--- src/rtl/data_sram_bridge_pkg.sv ---
// Shared types for the MEM-stage data bridge: FSM state codes, bus size codes
// and the byte-enable decoder used to classify each access.
package data_sram_bridge_pkg;

  typedef enum logic [1:0] {
    ST_IDLE = 2'd0,
    ST_REQ  = 2'd1,
    ST_WAIT = 2'd2,
    ST_DONE = 2'd3
  } state_e;

  localparam logic [1:0] SIZE_BYTE = 2'd0;
  localparam logic [1:0] SIZE_HALF = 2'd1;
  localparam logic [1:0] SIZE_WORD = 2'd2;

  typedef struct packed {
    logic       valid;
    logic       wr;
    logic [1:0] size;
  } sel_dec_t;

  // A zero mask is a full-word read; irregular masks are flagged invalid and never issued.
  function automatic sel_dec_t decode_sel(input logic [3:0] sel);
    sel_dec_t d;
    d.valid = 1'b1;
    d.wr    = 1'b1;
    d.size  = SIZE_BYTE;
    case (sel)
      4'b0000: begin
        d.wr   = 1'b0;
        d.size = SIZE_WORD;
      end
      4'b0001, 4'b0010, 4'b0100, 4'b1000: d.size = SIZE_BYTE;
      4'b0011, 4'b1100:                   d.size = SIZE_HALF;
      4'b1111:                            d.size = SIZE_WORD;
      default: begin
        d.valid = 1'b0;
        d.wr    = 1'b0;
        d.size  = SIZE_BYTE;
      end
    endcase
    return d;
  endfunction

endpackage

--- src/rtl/data_sram_bridge.sv ---
// MEM-stage bridge onto the SRAM-like data bus: one outstanding access,
// pipeline stall while in flight, read word held until the pipeline advances.
module data_sram_bridge
  import data_sram_bridge_pkg::*;
#(
  parameter int ADDR_W = 32,
  parameter int DATA_W = 32
) (
  input  logic              clk,
  input  logic              rst,
  input  logic              mem_en,
  input  logic [3:0]        mem_sel,
  input  logic [ADDR_W-1:0] mem_addr,
  input  logic [DATA_W-1:0] mem_wdata,
  input  logic              flush,
  input  logic              pipe_adv,
  output logic [DATA_W-1:0] mem_rdata,
  output logic              stall,
  output logic              data_req,
  output logic              data_wr,
  output logic [1:0]        data_size,
  output logic [ADDR_W-1:0] data_addr,
  output logic [DATA_W-1:0] data_wdata,
  input  logic              data_addr_ok,
  input  logic              data_data_ok,
  input  logic [DATA_W-1:0] data_rdata
);

  state_e            state_q, state_d;
  logic              req_wr_q, req_wr_d;
  logic [1:0]        req_size_q, req_size_d;
  logic [ADDR_W-1:0] req_addr_q, req_addr_d;
  logic [DATA_W-1:0] req_wdata_q, req_wdata_d;
  logic [DATA_W-1:0] rdata_q, rdata_d;
  logic              cancel_q, cancel_d;

  sel_dec_t sel_dec;
  logic     start;
  logic     xfer_done;
  logic     cancel_now;

  assign sel_dec    = decode_sel(mem_sel);
  assign start      = mem_en & ~flush & sel_dec.valid;
  assign xfer_done  = ((state_q == ST_REQ) & data_addr_ok & data_data_ok)
                    | ((state_q == ST_WAIT) & data_data_ok);
  assign cancel_now = cancel_q | flush;

  // State and request/result registers.
  always_ff @(posedge clk) begin
    if (rst) begin
      state_q     <= ST_IDLE;
      req_wr_q    <= 1'b0;
      req_size_q  <= 2'd0;
      req_addr_q  <= '0;
      req_wdata_q <= '0;
      rdata_q     <= '0;
      cancel_q    <= 1'b0;
    end else begin
      state_q     <= state_d;
      req_wr_q    <= req_wr_d;
      req_size_q  <= req_size_d;
      req_addr_q  <= req_addr_d;
      req_wdata_q <= req_wdata_d;
      rdata_q     <= rdata_d;
      cancel_q    <= cancel_d;
    end
  end

  // Next-state logic; a cancelled access drains on the bus and then skips DONE.
  always_comb begin
    state_d = state_q;
    case (state_q)
      ST_IDLE: begin
        if (start) state_d = ST_REQ;
        else       state_d = ST_IDLE;
      end
      ST_REQ: begin
        if (data_addr_ok && data_data_ok) state_d = cancel_now ? ST_IDLE : ST_DONE;
        else if (data_addr_ok)            state_d = ST_WAIT;
        else                              state_d = ST_REQ;
      end
      ST_WAIT: begin
        if (data_data_ok) state_d = cancel_now ? ST_IDLE : ST_DONE;
        else              state_d = ST_WAIT;
      end
      ST_DONE: begin
        if (pipe_adv || flush) state_d = ST_IDLE;
        else                   state_d = ST_DONE;
      end
      default: state_d = ST_IDLE;
    endcase
  end

  // Request latch on acceptance, read capture, and cancel tracking.
  always_comb begin
    req_wr_d    = req_wr_q;
    req_size_d  = req_size_q;
    req_addr_d  = req_addr_q;
    req_wdata_d = req_wdata_q;
    rdata_d     = rdata_q;
    cancel_d    = 1'b0;
    if ((state_q == ST_IDLE) && start) begin
      req_wr_d    = sel_dec.wr;
      req_size_d  = sel_dec.size;
      req_addr_d  = sel_dec.wr ? mem_addr : {mem_addr[ADDR_W-1:2], 2'b00};
      req_wdata_d = mem_wdata;
    end else begin
      req_wr_d = req_wr_q;
    end
    if (xfer_done && !req_wr_q && !cancel_now) begin
      rdata_d = data_rdata;
    end else begin
      rdata_d = rdata_q;
    end
    if ((state_d == ST_REQ) || (state_d == ST_WAIT)) begin
      cancel_d = cancel_now;
    end else begin
      cancel_d = 1'b0;
    end
  end

  // Bus outputs come straight from registers; only stall sees live inputs.
  always_comb begin
    data_req   = (state_q == ST_REQ);
    data_wr    = req_wr_q;
    data_size  = req_size_q;
    data_addr  = req_addr_q;
    data_wdata = req_wdata_q;
    mem_rdata  = rdata_q;
    stall      = ((state_q == ST_IDLE) & start) | (state_q == ST_REQ) | (state_q == ST_WAIT);
  end

endmodule
--- config.mk ---
export PLATFORM = sky130hd
export DESIGN_NAME = data_sram_bridge
export DESIGN_NICKNAME = d
export VERILOG_FILES = /design/src/rtl/data_sram_bridge_pkg.sv /design/src/rtl/data_sram_bridge.sv
export SDC_FILE = /design/constraint.sdc
export NUM_CORES = 1
export LEC_CHECK = 0
export BUFFER_PORTS_ARGS = -buffer_cell sky130_fd_sc_hd__buf_2
export CORE_UTILIZATION = 43
export CTS_CLUSTER_DIAMETER = 200
export DETAILED_ROUTE_END_ITERATION = 8
export PLACE_DENSITY = 0.74
export SYNTH_ARGS = -nofsm -noshare
export SYNTH_HDL_FRONTEND = slang
export SYNTH_SLANG_ARGS = --single-unit
--- constraint.sdc ---
create_clock -name clk -period 1.7 [get_ports clk]
set_clock_uncertainty 0.1 [all_clocks]
set_input_delay 0.085 -clock clk [delete_from_list [all_inputs] [get_ports clk]]
set_output_delay 0.085 -clock clk [all_outputs]
set_load 0.005 [all_outputs]
Word-level counts from Yosys, hierarchy flattened --
Index checks and enable logic that the tools add are counted.
Storage, ports and cells: register bits after elaboration 102, input port bits 107, logic and storage cells 57
Cells by class: equal/unequal tests 12, muxes and demuxes 11, bitwise operators 12, reductions and logical operators 15
Operator list (number):
- 4-bit equality test (second input constant) | 3
- 2-bit two-way mux | 6
- 4-bit by 2-bit equality test with 1-bit output (second input constant) | 2
- 2-bit one-hot mux with 4 select lines | 1
- 8-bit OR reduction | 1
- 7-bit OR reduction | 1
- 1-bit bitwise AND | 6
- 2-bit equality test (second input constant) | 3
- 2-bit OR reduction | 3
- 2-bit by 1-bit equality test with 1-bit output (second input constant) | 2
- 4-bit by 1-bit equality test with 1-bit output (second input constant) | 1
- 4-bit by 3-bit equality test with 1-bit output (second input constant) | 1
- 1-bit logical AND | 4
- 4-bit logical NOT | 1
- 1-bit bitwise OR | 4
- 2-bit one-hot mux with 2 select lines | 1
- 1-bit two-way mux | 3
- 1-bit logical NOT | 2
- 2-bit logical NOT | 1
- 1-bit logical OR | 2
- 1-bit NOT | 2

Depth between registers and ports, before layout --
Gate-level depths: netlist of run 1.
depth in word-level cells 10, depth in mapped cells 5, depth with buffers taken out 3

Worst setup path before layout of run 1 --
Ideal clock, no wire load.
path type reg2reg, start register state_q[1], end register req_addr_q[10] (netlist: data_addr[10]), arrival time 1.425 ns, slack 0.103 ns, cell stages (with the launch flop) 6, cell sequence dfxtp_1 -> nor4b_4 -> o31a_4 -> buf_12 -> buf_12 -> mux2i_1
On the way: longest elaborated chain between the ends 2
Ends and longest elaborated chain:
- from (decl) | line data_sram_bridge.sv:29 | state_e state_q, state_d;
- from (signal assigned) | line data_sram_bridge.sv:59 | state_q <= state_d;
- 2-bit logical NOT | line data_sram_bridge.sv:102 | if ((state_q == ST_IDLE) && start) begin
- 1-bit logical AND | line data_sram_bridge.sv:102
- to (signal assigned) | line data_sram_bridge.sv:62 | req_addr_q <= req_addr_d;
- to (decl) | line data_sram_bridge.sv:32 | logic [ADDR_W-1:0] req_addr_q, req_addr_d;
No other way between the ends. A chain may end at the register's enable or synchronous reset.

Worst setup path after layout of run 1 --
start input port data_data_ok, end register rdata_q[23] (netlist: mem_rdata[23])
On the way: longest elaborated chain between the ends 4, elaborated cells between the ends (all ways) 5, classes of those cells bitwise (3); reduce/logical (2)
Ends and longest elaborated chain:
- from (decl) | line data_sram_bridge.sv:25 | input logic data_data_ok,
- 1-bit bitwise AND, on equally long branches | line data_sram_bridge.sv:44, data_sram_bridge.sv:45
- 1-bit bitwise OR (*) | line data_sram_bridge.sv:45 | | ((state_q == ST_WAIT) & data_data_ok);
- 1-bit logical AND (*) (2 in series) | line data_sram_bridge.sv:110 | if (xfer_done && !req_wr_q && !cancel_now) begin
- to (signal assigned) | line data_sram_bridge.sv:64 | rdata_q <= rdata_d;
- to (decl) | line data_sram_bridge.sv:34 | logic [DATA_W-1:0] rdata_q, rdata_d;
Mark *: on every way between the ends. The rest lies on a longest branch, timed or not.

==> metrics.md, run 1 <==
| Metric | Value |
|---|---|
| Buf/Inv on CP | `4` |
| Register area | `0.002046 mm2` |
| Async S/R FF share, synth | `0` |
| Failing checks | `setup timing` |
| Req. time, crit path | `1.89 ns` |
| Clock Latency Late Sink | `0.36 ns` |
| Clock share of power | `0.352` |
| Post-Syn Area per Cell | `10.26 um2` |
| Syn. warnings | `0` |
| Fillers | `781` |
| Initial Utilization | `0.4410` |
| Layout cells sized above 1 | `0.3278` |
| Hold Crit Depth | `3` |
| Dpl cell area | `0.005938 mm2` |
| Final core occ | `0.6756` |
| Area leader, netlist | `dfxtp_1` |
| GRT Overall Usage | `0.2091` |
| Crit path DAT | `1.89 ns` |
| First-pass GRT wire length | `19.18 mm` |
| Antenna violations before repair | `0` |
| Startpoint Class | `primary input` |
| Top cell type's share of synthesized area | `0.4271` |
| Max Fclk | `588.2 MHz` |
| Inserted Clock Buffers | `9` |
| Reg clk slew, reported paths | `0.09 ns` |
| Max cap viols | `0` |
| Crit-path max FO | `7` |
| Vias | `4,317` |
| CP delay by family, top | `buffers and inverters` |
| Core area | `0.01084 mm2` |
| Final Hold Viols | `0` |
| Multi-input combinational cell area | `0.002511 mm2` |
| VDD IR max | `484.5 uV` |
| N_diodes | `0` |
| Area contributors post-synth | `dfxtp_1 43%, nand2b_1 25%, mux2i_1 20%` |
| H-tree depth | `3` |
| # DRC | `0` |
| Status | `complete, but fails checks` |
| Std cell rows | `38` |
| End of the worst hold path | `cancel_q$_SDFF_PP0_` |
| Crit-path cells | `dlygate4sd3_1, buf_4, or4b_4, a21oi_4, buf_12, buf_8, mux2i_1` |
| Horiz. Die Dim | `107.4 um` |
| Design area | `0.007323 mm2` |
| Register area share after synthesis | `0.4271` |
| Largest net degree at the start of global routing | `80` |
| Logic pwr share | `0.165` |
| HP Class | `primary input to flip-flop` |
| Die height | `107.4 um` |
| WS Path Type | `primary input to flip-flop` |
| Wirelength per Cell | `13.98 um` |
| Longest Clk Path Bufs | `2` |
| Sw Ratio | `0.2286` |
| Hold Startpoint | `flush` |
| Final non-filler cell total | `918` |
| Cell Int Power | `4.003 mW` |
| I/O Buffers | `207` |
| CTS tree | `built` |
| Slew Limit Fails | `0` |
| Antenna viol nets, final | `0` |
| Root Buffer | `clkbuf_8` |
| Mapped Nets | `573` |
| FF-to-FF Start | `data_wr$_SDFFE_PP0P_` |
| Worst Setup End Kind | `flip-flop` |
| Worst path max stage delay | `0.55 ns` |
| IO Pins | `208` |
| Seq pwr share | `0.483` |
| Yosys cell types | `35` |
| Dominant synthesized flop cell | `dfxtp_1` |
| DRT Pass-1 Iters | `4` |
| Nets | `881` |
| Slowest CP cell | `dlygate4sd3_1` |
| Final GP Congestion | `0.7573` |
| Worst-margin pin slew | `0.6091 ns` |
| Number of flops mapped to enable cells by yosys | `0` |
| Inst Count DP | `796` |
| Final worst-path cycle share | `1.000` |
| Vias in the first global route | `4,201` |
| Setup ws final | `-0.0001643 ns` |
| Die area | `0.01154 mm2` |
| Post-DP HPWL | `7.806 mm` |
| GRT overflow | `0` |
| Place WS | `0.04325 ns` |
| Design Power | `5.189 mW` |
| Mapped Area | `0.004781 mm2` |
| Pwr dens | `708.6 mW/mm2` |
| Vias/cell | `4.703` |
| Period minus WS final | `1.700 ns` |
| Worst r2r dst | `mem_rdata[23]$_SDFFE_PP0P_` |
| Slew headroom | `0.5939` |
| Final setup violation count | `1` |
| Leak Pwr | `3.186 nW` |
| Seq cells post-synth | `102` |
| Mapped Cells | `466` |
| Sw power | `1.186 mW` |
| Sink count of the clock tree | `102` |
| 1st-iter DRT viols | `159` |
| Post-Route WL | `12.83 mm` |
| Area grow syn2layout | `53.18%` |
| R2R depth | `5` |
| FF-to-FF setup slack | `0.02 ns` |
==> worst reg2reg max path: stages, from the launching register on <==
cell and delay [ns]:
dfxtp_2 0.34, or4b_4 0.54, a21oi_4 0.15, buf_12 0.15, buf_8 0.14, mux2i_1 0.20
==> power by group through the flow <==
stage / Clock [mW] / Combinational (mW) / Sequential [mW]
after floorplan: 0 / 0.362 / 2.57
after global placement: 0 / 0.622 / 2.56
after detailed placement: 0 / 0.639 / 2.56
after CTS: 1.87 / 0.822 / 2.51
after global routing: 1.96 / 0.924 / 2.52
final: 1.83 / 0.855 / 2.51
==> metal layers <==
| metal | up-vias | part of all wire | global-route usage |
|---|---|---|---|
| met1 | 1990 | 0.43 | 0.2415 |
| met5 | - | 0 | 0 |
| li1 | 2155 | - | - |
| met2 | 153 | 0.49 | 0.3696 |
| met3 | 19 | 0.061 | 0.04540 |
| met4 | 0 | 0.020 | 0.09198 |
==> how the worst max path moves through the flow <==
stage,startpoint,endpoint,slack (ns),cells after the start
detailed placement,data_wr$_SDFFE_PP0P_,mem_rdata[9]$_SDFFE_PP0P_,0.04,4
finish,data_data_ok,mem_rdata[23]$_SDFFE_PP0P_,-0.0002,7
global placement,data_wr$_SDFFE_PP0P_,mem_rdata[7]$_SDFFE_PP0P_,0.09,4
floorplan,state_q[1]$_SDFF_PP0_,data_addr[10]$_SDFFE_PP0P_,0.10,5
CTS,state_q[1]$_SDFF_PP0_,stall,0.008,4
global route,data_wr$_SDFFE_PP0P_,mem_rdata[23]$_SDFFE_PP0P_,-0.04,5
==> per-stage QoR <==
step	hold slack (ns)	TNS [ns]
3_5_place_dp	0.2543	0
6_report	0.03284	-0.0001643
5_1_grt	0.07615	-0.1757
3_3_place_gp	0.2442	0
4_1_cts	0.007186	0
2_1_floorplan	0.1032	0
==> timing repair <==
action | in CTS | in global routing
hold endpoints to repair | 98 | 0
setup endpoints to repair | 1 | 36
gates cloned | 0 | 4
gates resized for setup | 3 | 7
buffers inserted | 2 | 2
pin swaps | 1 | 1
hold buffers | 99 | 0
==> cells in the final DEF, fill, tap and decap left out, drive strengths merged <==
| cell | synthesis | layout |
|---|---|---|
| buf | 10 | 227 |
| nand2b | 192 | 192 |
| dfxtp | 102 | 102 |
| dlygate4sd3 | 0 | 99 |
| mux2i | 95 | 95 |
| clkbuf | 22 | 14 |
| nor2 | 5 | 5 |
| o32ai | 4 | 4 |
| nand3b | 3 | 3 |
| bufinv | 0 | 3 |
| nor2b | 3 | 3 |
| or3 | 2 | 2 |
| o211ai | 2 | 2 |
| o21ai | 2 | 2 |
| a31oi | 2 | 2 |
| a211oi | 2 | 2 |
| a2bb2oi | 2 | 2 |
| a21oi | 2 | 2 |
| and4 | 1 | 1 |
| nor4b | 1 | 1 |
| o31a | 1 | 1 |
| or4b | 1 | 1 |
| o31ai | 1 | 1 |
| nor3b | 1 | 1 |
| maj3 | 1 | 1 |
| nand4 | 1 | 1 |
| a2111oi | 1 | 1 |
| or2 | 1 | 1 |
| mux2 | 1 | 1 |
| or2b | 1 | 1 |
| inv | 1 | 1 |
| xor2 | 1 | 1 |
| a221oi | 1 | 1 |
| nand2 | 1 | 1 |
| clkinv | 0 | 1 |
==> area by class of cell <==
cell class	count	share of cell area
multi-input cells	331	0.3429
repair buffers	329	0.3210
flip-flops and latches	102	0.2793
well taps	140	0.02392
clock buffers	11	0.01931
clock inverters	4	0.01298
inverters	1	0.0005126
==> Yosys cell counts (3+ instances only) <==
master and number:
mux2i_1 95, nand3b_1 3, buf_6 3, nor2b_1 3, nand2b_1 192, nor2_1 5, dfxtp_1 102, o32ai_1 4
buf_12 5, clkbuf_1 22
==> kinds of logic (layout without fill, tap and decap cells) <==
kind of cell / count (synthesis) / count (layout) / share of synthesized area
AOI/OAI and AO/OA: 20 / 20 / 0.03533
xor gates and xnor gates: 1 / 1 / 0.001832
adders and majority gates: 1 / 1 / 0.002094
buffers and inverters: 33 / 345 / 0.04920
DFF: 102 / 102 / 0.4271
muxes: 96 / 96 / 0.2013
and+or+nand+nor: 213 / 213 / 0.2832
==> state kept, by name, summed over array words and instances (netlist names) <==
| register | flops |
|---|---|
| data_wdata | 32 |
| mem_rdata | 32 |
| data_size | 2 |
| data_wr | 1 |
| state_q | 2 |
| cancel_q | 1 |
| data_addr | 32 |
Note: power is estimated with default switching activity, not from simulation.
==> run 2: changes to the inputs <==
- CORE_MARGIN: unset -> 10
- CTS_BUF_LIST: unset -> sky130_fd_sc_hd__clkbuf_16
==> run 2 against run 1 <==
Effect of this change: the run now ends clean; die area grew 36%; clock power grew 7%; first-iteration DRC count decreased by 5.7%; clock-buffer cell count is 2 lower; utilization grew 0.21 points; worst hold slack lost 0.031 ns; maximum frequency grew 0.76%; design area is 0.31% higher; register-to-register slack is essentially flat; largest cell class unchanged; largest power group unchanged.
==> metrics.md, run 2 (synthesis gave the netlist of run 1 again) <==
| Metric | Value |
|---|---|
| HP Class | `primary input to flip-flop` |
| Longest Clk Path Bufs | `2 (unchanged)` |
| Crit path DAT | `1.84 ns (-0.05 ns)` |
| Layout cells sized above 1 | `0.3282 (+0.0004218)` |
| 1st-iter DRT viols | `150 (-5.7%)` |
| Post-DP HPWL | `9.891 mm (+27%)` |
| FF-to-FF Start | `cancel_q$_SDFF_PP0_` |
| Most common cell after layout, fill and taps aside | `buf_2` |
| Wirelength per Cell | `16.34 um (+17%)` |
| Crit-path cells | `or4b_4, a21oi_4, buf_12, clkbuf_16, mux2i_1` |
| Antenna violations before repair | `2 (+2)` |
| Design area | `0.007346 mm2 (+0.31%)` |
| CP Launch Point | `cancel_q$_SDFF_PP0_` |
| Vias/cell | `4.708 (+0.12%)` |
| First-pass GRT wire length | `23.07 mm (+20%)` |
| Core area | `0.01084 mm2 (unchanged)` |
| Final GP Congestion | `0.7986 (+5.5%)` |
| R2R depth | `5 (unchanged)` |
| Std cell rows | `38 (unchanged)` |
| Reg clk slew, reported paths | `0.07 ns (-0.02 ns)` |
| Worst-margin pin slew | `0.4969 ns (-0.1122 ns)` |
| Slew headroom | `0.6687 (+0.07482)` |
| Initial Utilization | `0.4410 (unchanged)` |
| Antenna viol nets, final | `0 (unchanged)` |
| Status | `finished clean` |
| Fin Hold WS | `0.001977 ns (-0.03087 ns)` |
| Req. time, crit path | `1.86 ns (-0.03 ns)` |
| Fillers | `825 (+5.6%)` |
| Dpl cell area | `0.005921 mm2 (-0.30%)` |
| FF-to-FF setup slack | `0.01 ns (about the same)` |
| VDD IR max | `643.0 uV (+33%)` |
| Nets | `881 (unchanged)` |
| Clock share of power | `0.366 (+0.014)` |
| DRT Pass-1 Iters | `4 (unchanged)` |
| Post-Route WL | `15.02 mm (+17%)` |
| Logic pwr share | `0.162 (-0.003)` |
| Final setup violation count | `0 (-1)` |
| Period minus WS final | `1.687 ns (-0.01281 ns)` |
| Inserted Clock Buffers | `9 (unchanged)` |
| Vias in the first global route | `4,548 (+8.3%)` |
| RSZ-0062 raised after global routing | `true` |
| Seq pwr share | `0.472 (-0.011)` |
| IO Pins | `208 (unchanged)` |
| Slowest CP cell | `or4b_4` |
| # DRC | `0 (unchanged)` |
| Critical Path Stages | `5 (-2)` |
| Startpoint Class | `flip-flop` |
| Vias | `4,327 (+0.23%)` |
| Slew Limit Fails | `0 (unchanged)` |
| Leak Pwr | `3.205 nW (+0.62%)` |
| Final worst-path cycle share | `0.9926 (-0.007537)` |
| Sink count of the clock tree | `102 (unchanged)` |
| Pwr dens | `724.5 mW/mm2 (+2.2%)` |
| Max Fclk | `592.6 MHz (+0.76%)` |
| Max cap viols | `0 (unchanged)` |
| Worst path max stage delay | `0.54 ns (about the same)` |
| Crit-path max FO | `8 (+1)` |
| Worst Setup End Kind | `flip-flop` |
| Buf/Inv on CP | `2 (-2)` |
| Clock Latency Late Sink | `0.33 ns (-0.03 ns)` |
| Die area | `0.01574 mm2 (+36%)` |
| Root Buffer | `clkbuf_16` |
| Hold Startpoint | `data_data_ok` |
| Sw power | `1.222 mW (+3.0%)` |
| H-tree depth | `3 (unchanged)` |
| Die height | `125.4 um (+17%)` |
| Largest net degree at the start of global routing | `67 (-16%)` |
| CTS tree | `built` |
| Final Hold Viols | `0 (unchanged)` |
| Sw Ratio | `0.2297 (+0.001050)` |
| CP delay by family, top | `simple AND/OR/NAND/NOR gates` |
| GRT Overall Usage | `0.1751 (-0.03404)` |
| Commonest cells after routing, fill and taps aside | `206 x buf_2, 192 x nand2b_1, 99 x dfxtp_1` |
| Hold Crit Depth | `3 (unchanged)` |
| Area grow syn2layout | `53.65%` |
| GRT overflow | `0 (unchanged)` |
| I/O Buffers | `207 (unchanged)` |
| Cell Int Power | `4.099 mW (+2.4%)` |
| Horiz. Die Dim | `125.4 um (+17%)` |
| WS Path Type | `flip-flop to flip-flop` |
[run 2: changes by cell type in the layout (fill, tap and decap cells not counted), moves of 3 or more]
cell       change
clkbuf_16      +9
clkbuf_8      -10
buf_6          -3
buf_4          +5
[run 2: final cells by class]
type                       instances  area, um2  area share
multi-input combinational        331       2519      0.3429
timing repair buffer             329       2327      0.3168
sequential                       102       2046      0.2785
clock buffer                       9      225.2     0.03066
tap                              140      175.2     0.02385
clock inverter                     5      45.04    0.006132
antenna                            2      5.005   0.0006813
inverter                           1      3.754   0.0005110
[run 2: stage by stage]
stage	TNS (ns)	setup slack, ns	instances	power, mW	util
global placement	0	0.06960	797	3.184	0.5462
finish	0	0.01265	919	5.322	0.6776
global route	-0.3191	-0.02090	919	5.561	0.6776
CTS	-0.01964	-0.01212	910	5.349	0.6639
detailed placement	0	0.006996	797	3.208	0.5462
floorplan	0	0.1030	466	2.930	-
[run 2: routing by layer]
layer,GRT usage,share of wire
met5,0,0
met1,0.1922,0.40
met4,0.05488,0.019
met2,0.3063,0.51
met3,0.06464,0.077
[run 2: what timing repair did]
action                                  CTS  global route
pin swaps                                 1             2
setup buffers                             3             2
gates resized for setup                   4             5
endpoints found under the setup margin    5            37
hold buffers                             96             1
hold endpoints to repair                 98             1
gates cloned                              0             4
[run 2: power by group through the flow]
stage               clock network [mW]  logic, mW  registers, mW
finish                            1.95      0.864           2.51
global route                      2.11      0.938           2.52
CTS                               2.01      0.833           2.51
detailed placement                   0      0.646           2.56
global placement                     0      0.626           2.56
floorplan                            0      0.362           2.57
[run 2: path summary, 6_finish.rpt]
path | end
worst min register to register | data_addr[21]$_SDFFE_PP0P_
worst max-delay path | mem_rdata[6]$_SDFFE_PP0P_
worst max register to register | mem_rdata[6]$_SDFFE_PP0P_
worst min-delay path | state_q[0]$_SDFF_PP0_
[run 2: worst min-delay path, delay by kind of cell]
family,cells,cell delay [ns]
buffers and inverters,1,0.13
AOI/OAI and AO/OA,2,0.18
==> run 3: changes to the inputs <==
- PLACE_DENSITY: 0.74 -> 0.83
- REMOVE_ABC_BUFFERS: unset -> 1
==> run 3 against run 2 <==
Effect of this change: die area is the same; design area shrank 0.14%; clock-buffer cell count is the same; routed wire length grew 1.7%; sequential power is essentially flat; non-clock buffer count shrank 2; global-route usage grew 0.84 points; sequential cell count is the same; critical path type unchanged; via count grew 1.5%; sequential share of layout area is essentially flat.
==> metrics.md, run 3 (synthesis gave the netlist of run 1 again) <==
| Metric | Value |
|---|---|
| Horiz. Die Dim | `125.4 um (unchanged)` |
| Period minus WS final | `1.684 ns (-0.002966 ns)` |
| Final non-filler cell total | `920 (+0.11%)` |
| Antenna viol nets, final | `0 (unchanged)` |
| Std cell rows | `38 (unchanged)` |
| Reg clk slew, reported paths | `0.07 ns (about the same)` |
| Die area | `0.01574 mm2 (unchanged)` |
| Longest Clk Path Bufs | `2 (unchanged)` |
| # DRC | `0 (unchanged)` |
| Slowest CP cell | `or4b_4` |
| Inst Count DP | `797 (unchanged)` |
| Final setup violation count | `0 (unchanged)` |
| Sink count of the clock tree | `102 (unchanged)` |
| Nets | `879 (-0.23%)` |
| Setup ws final | `0.01561 ns (+0.002966 ns)` |
| Initial Utilization | `0.4410 (unchanged)` |
| Post-Route WL | `15.28 mm (+1.7%)` |
| Hold Startpoint | `flush` |
| HP Class | `primary input to flip-flop` |
| Place WS | `0.01520 ns (+0.008204 ns)` |
| Status | `finished clean` |
| Commonest cells after routing, fill and taps aside | `206 x buf_2, 192 x nand2b_1, 99 x dfxtp_1` |
| Slew headroom | `0.6395 (-0.02927)` |
| Hold Crit Depth | `3 (unchanged)` |
| Pwr dens | `738.6 mW/mm2 (+1.9%)` |
| R2R depth | `5 (unchanged)` |
| Worst r2r dst | `mem_rdata[8]$_SDFFE_PP0P_` |
| Vias/cell | `4.774 (+1.4%)` |
| Most common cell after layout, fill and taps aside | `buf_2` |
| Final worst-path cycle share | `0.9908 (-0.001745)` |
| Vias in the first global route | `4,668 (+2.6%)` |
| FF-to-FF Start | `cancel_q$_SDFF_PP0_` |
| Final Hold Viols | `0 (unchanged)` |
| Die height | `125.4 um (unchanged)` |
| CTS tree | `built` |
| Worst-margin pin slew | `0.5408 ns (+0.04391 ns)` |
| Core area | `0.01084 mm2 (unchanged)` |
| End of the worst hold path | `state_q[1]$_SDFF_PP0_` |
| I/O Buffers | `207 (unchanged)` |
| Worst Setup End Kind | `flip-flop` |
| Crit path DAT | `1.84 ns (about the same)` |
| FF-to-FF setup slack | `0.02 ns (about the same)` |
| IO Pins | `208 (unchanged)` |
| WS Path Type | `flip-flop to flip-flop` |
| Clock Latency Late Sink | `0.34 ns (about the same)` |
| Wirelength per Cell | `16.61 um (+1.6%)` |
| Area grow syn2layout | `53.44%` |
| Final GP Congestion | `0.8133 (+1.8%)` |
| Layout cells sized above 1 | `0.3269 (-0.001287)` |
| Post-DP HPWL | `9.875 mm (-0.15%)` |
| H-tree depth | `3 (unchanged)` |
| Req. time, crit path | `1.86 ns (about the same)` |
| 1st-iter DRT viols | `328 (+120%)` |
| Max cap viols | `0 (unchanged)` |
| GRT overflow | `0 (unchanged)` |
| Inserted Clock Buffers | `9 (unchanged)` |
| Crit-path max FO | `7 (-1)` |
| Vias | `4,392 (+1.5%)` |
| Max Fclk | `593.7 MHz (+0.18%)` |
| Startpoint Class | `flip-flop` |
| DRT Pass-1 Iters | `4 (unchanged)` |
| Slew Limit Fails | `0 (unchanged)` |
| CP Launch Point | `cancel_q$_SDFF_PP0_` |
| Crit-path cells | `or4b_4, a21oi_4, buf_12, clkbuf_16, mux2i_1` |
| Leak Pwr | `3.189 nW (-0.50%)` |
| Largest net degree at the start of global routing | `69 (+3.0%)` |
| VDD IR max | `591.2 uV (-8.1%)` |
| Final core occ | `0.6767 (-0.0009240)` |
| Fillers | `793 (-3.9%)` |
| First-pass GRT wire length | `24.04 mm (+4.2%)` |
| Root Buffer | `clkbuf_16` |
| GRT Overall Usage | `0.1835 (+0.008417)` |
| Antenna violations before repair | `3 (+1)` |
| Worst path max stage delay | `0.49 ns (-0.05 ns)` |
run 3: cell types whose count changed in the layout (fill, tap and decap cells not counted), moves of 2 or more:
| cell | previous run | this run |
|---|---|---|
| mux2i_2 | 2 | 0 |
| clkinvlp_4 | 0 | 2 |
| mux2i_1 | 93 | 95 |
| buf_4 | 17 | 14 |
| buf_12 | 4 | 7 |
run 3: area by class of cell:
class                           count  area, um2  share of cell area
Antenna cell                        3      7.507            0.001023
Clock buffer                        9      225.2             0.03070
Clock inverter                      7      66.31            0.009040
Inverter                            1      3.754           0.0005117
Multi-Input combinational cell    331       2504              0.3413
Sequential cell                   102       2046              0.2789
Tap cell                          140      175.2             0.02388
Timing Repair Buffer              327       2308              0.3147
run 3: repair_timing:
action                     CTS  global route
pin swaps                    1             0
cloned                       0             3
setup buffers                3             1
setup endpoints to repair    2            18
hold endpoints to repair    98             0
hold buffers                97             0
gates resized for setup      1             2
run 3: layer usage:
| layer | GRT usage | vias up | wire length (um) |
|---|---|---|---|
| li1 | - | 2147 | - |
| met1 | 0.1871 | 2051 | 5723 |
| met2 | 0.3211 | 157 | 8000 |
| met3 | 0.06717 | 37 | 1109 |
| met4 | 0.09688 | 0 | 448 |
| met5 | 0 | - | 0 |
run 3: worst max-delay path, delay by kind of cell (launching register included):
| kind | cells | cell delay (ns) |
|---|---|---|
| buffers and inverters | 2 | 0.29 |
| AO/OA/AOI/OAI | 1 | 0.15 |
| AND/OR/NAND/NOR | 1 | 0.49 |
| flip-flops | 1 | 0.34 |
| multiplexers | 1 | 0.22 |
run 3: how the worst max path moves through the flow:
stage | to | slack [ns] | cells past startpoint
CTS | mem_rdata[0]$_SDFFE_PP0P_ | 0.004 | 4
global route | mem_rdata[8]$_SDFFE_PP0P_ | -0.04 | 5
floorplan | mem_rdata[0]$_SDFFE_PP0P_ | -0.38 | 3
global placement | mem_rdata[11]$_SDFFE_PP0P_ | 0.1 | 4
finish | mem_rdata[8]$_SDFFE_PP0P_ | 0.02 | 5
detailed placement | mem_rdata[0]$_SDFFE_PP0P_ | 0.02 | 4
run 3: per-stage QoR:
stage | area, um2 | power (mW) | hold slack (ns) | setup TNS, ns
6_report | 7336 | 5.418 | 0.01623 | 0
4_1_cts | 7244 | 5.452 | 0.002331 | 0
2_1_floorplan | 4549 | 2.862 | 0.05441 | -30.28
3_5_place_dp | 5946 | 3.212 | 0.2547 | 0
3_3_place_gp | 5946 | 3.182 | 0.2442 | 0
5_1_grt | 7336 | 5.647 | 0.03112 | -0.07257
run 3: report_power, final:
part / leakage, nW / internal [mW] / switching [mW]
Clock: 0.140 / 1.13 / 0.920
Sequential: 0.828 / 2.47 / 0.0447
Combinational: 2.22 / 0.520 / 0.334
Total: 3.19 / 4.12 / 1.30
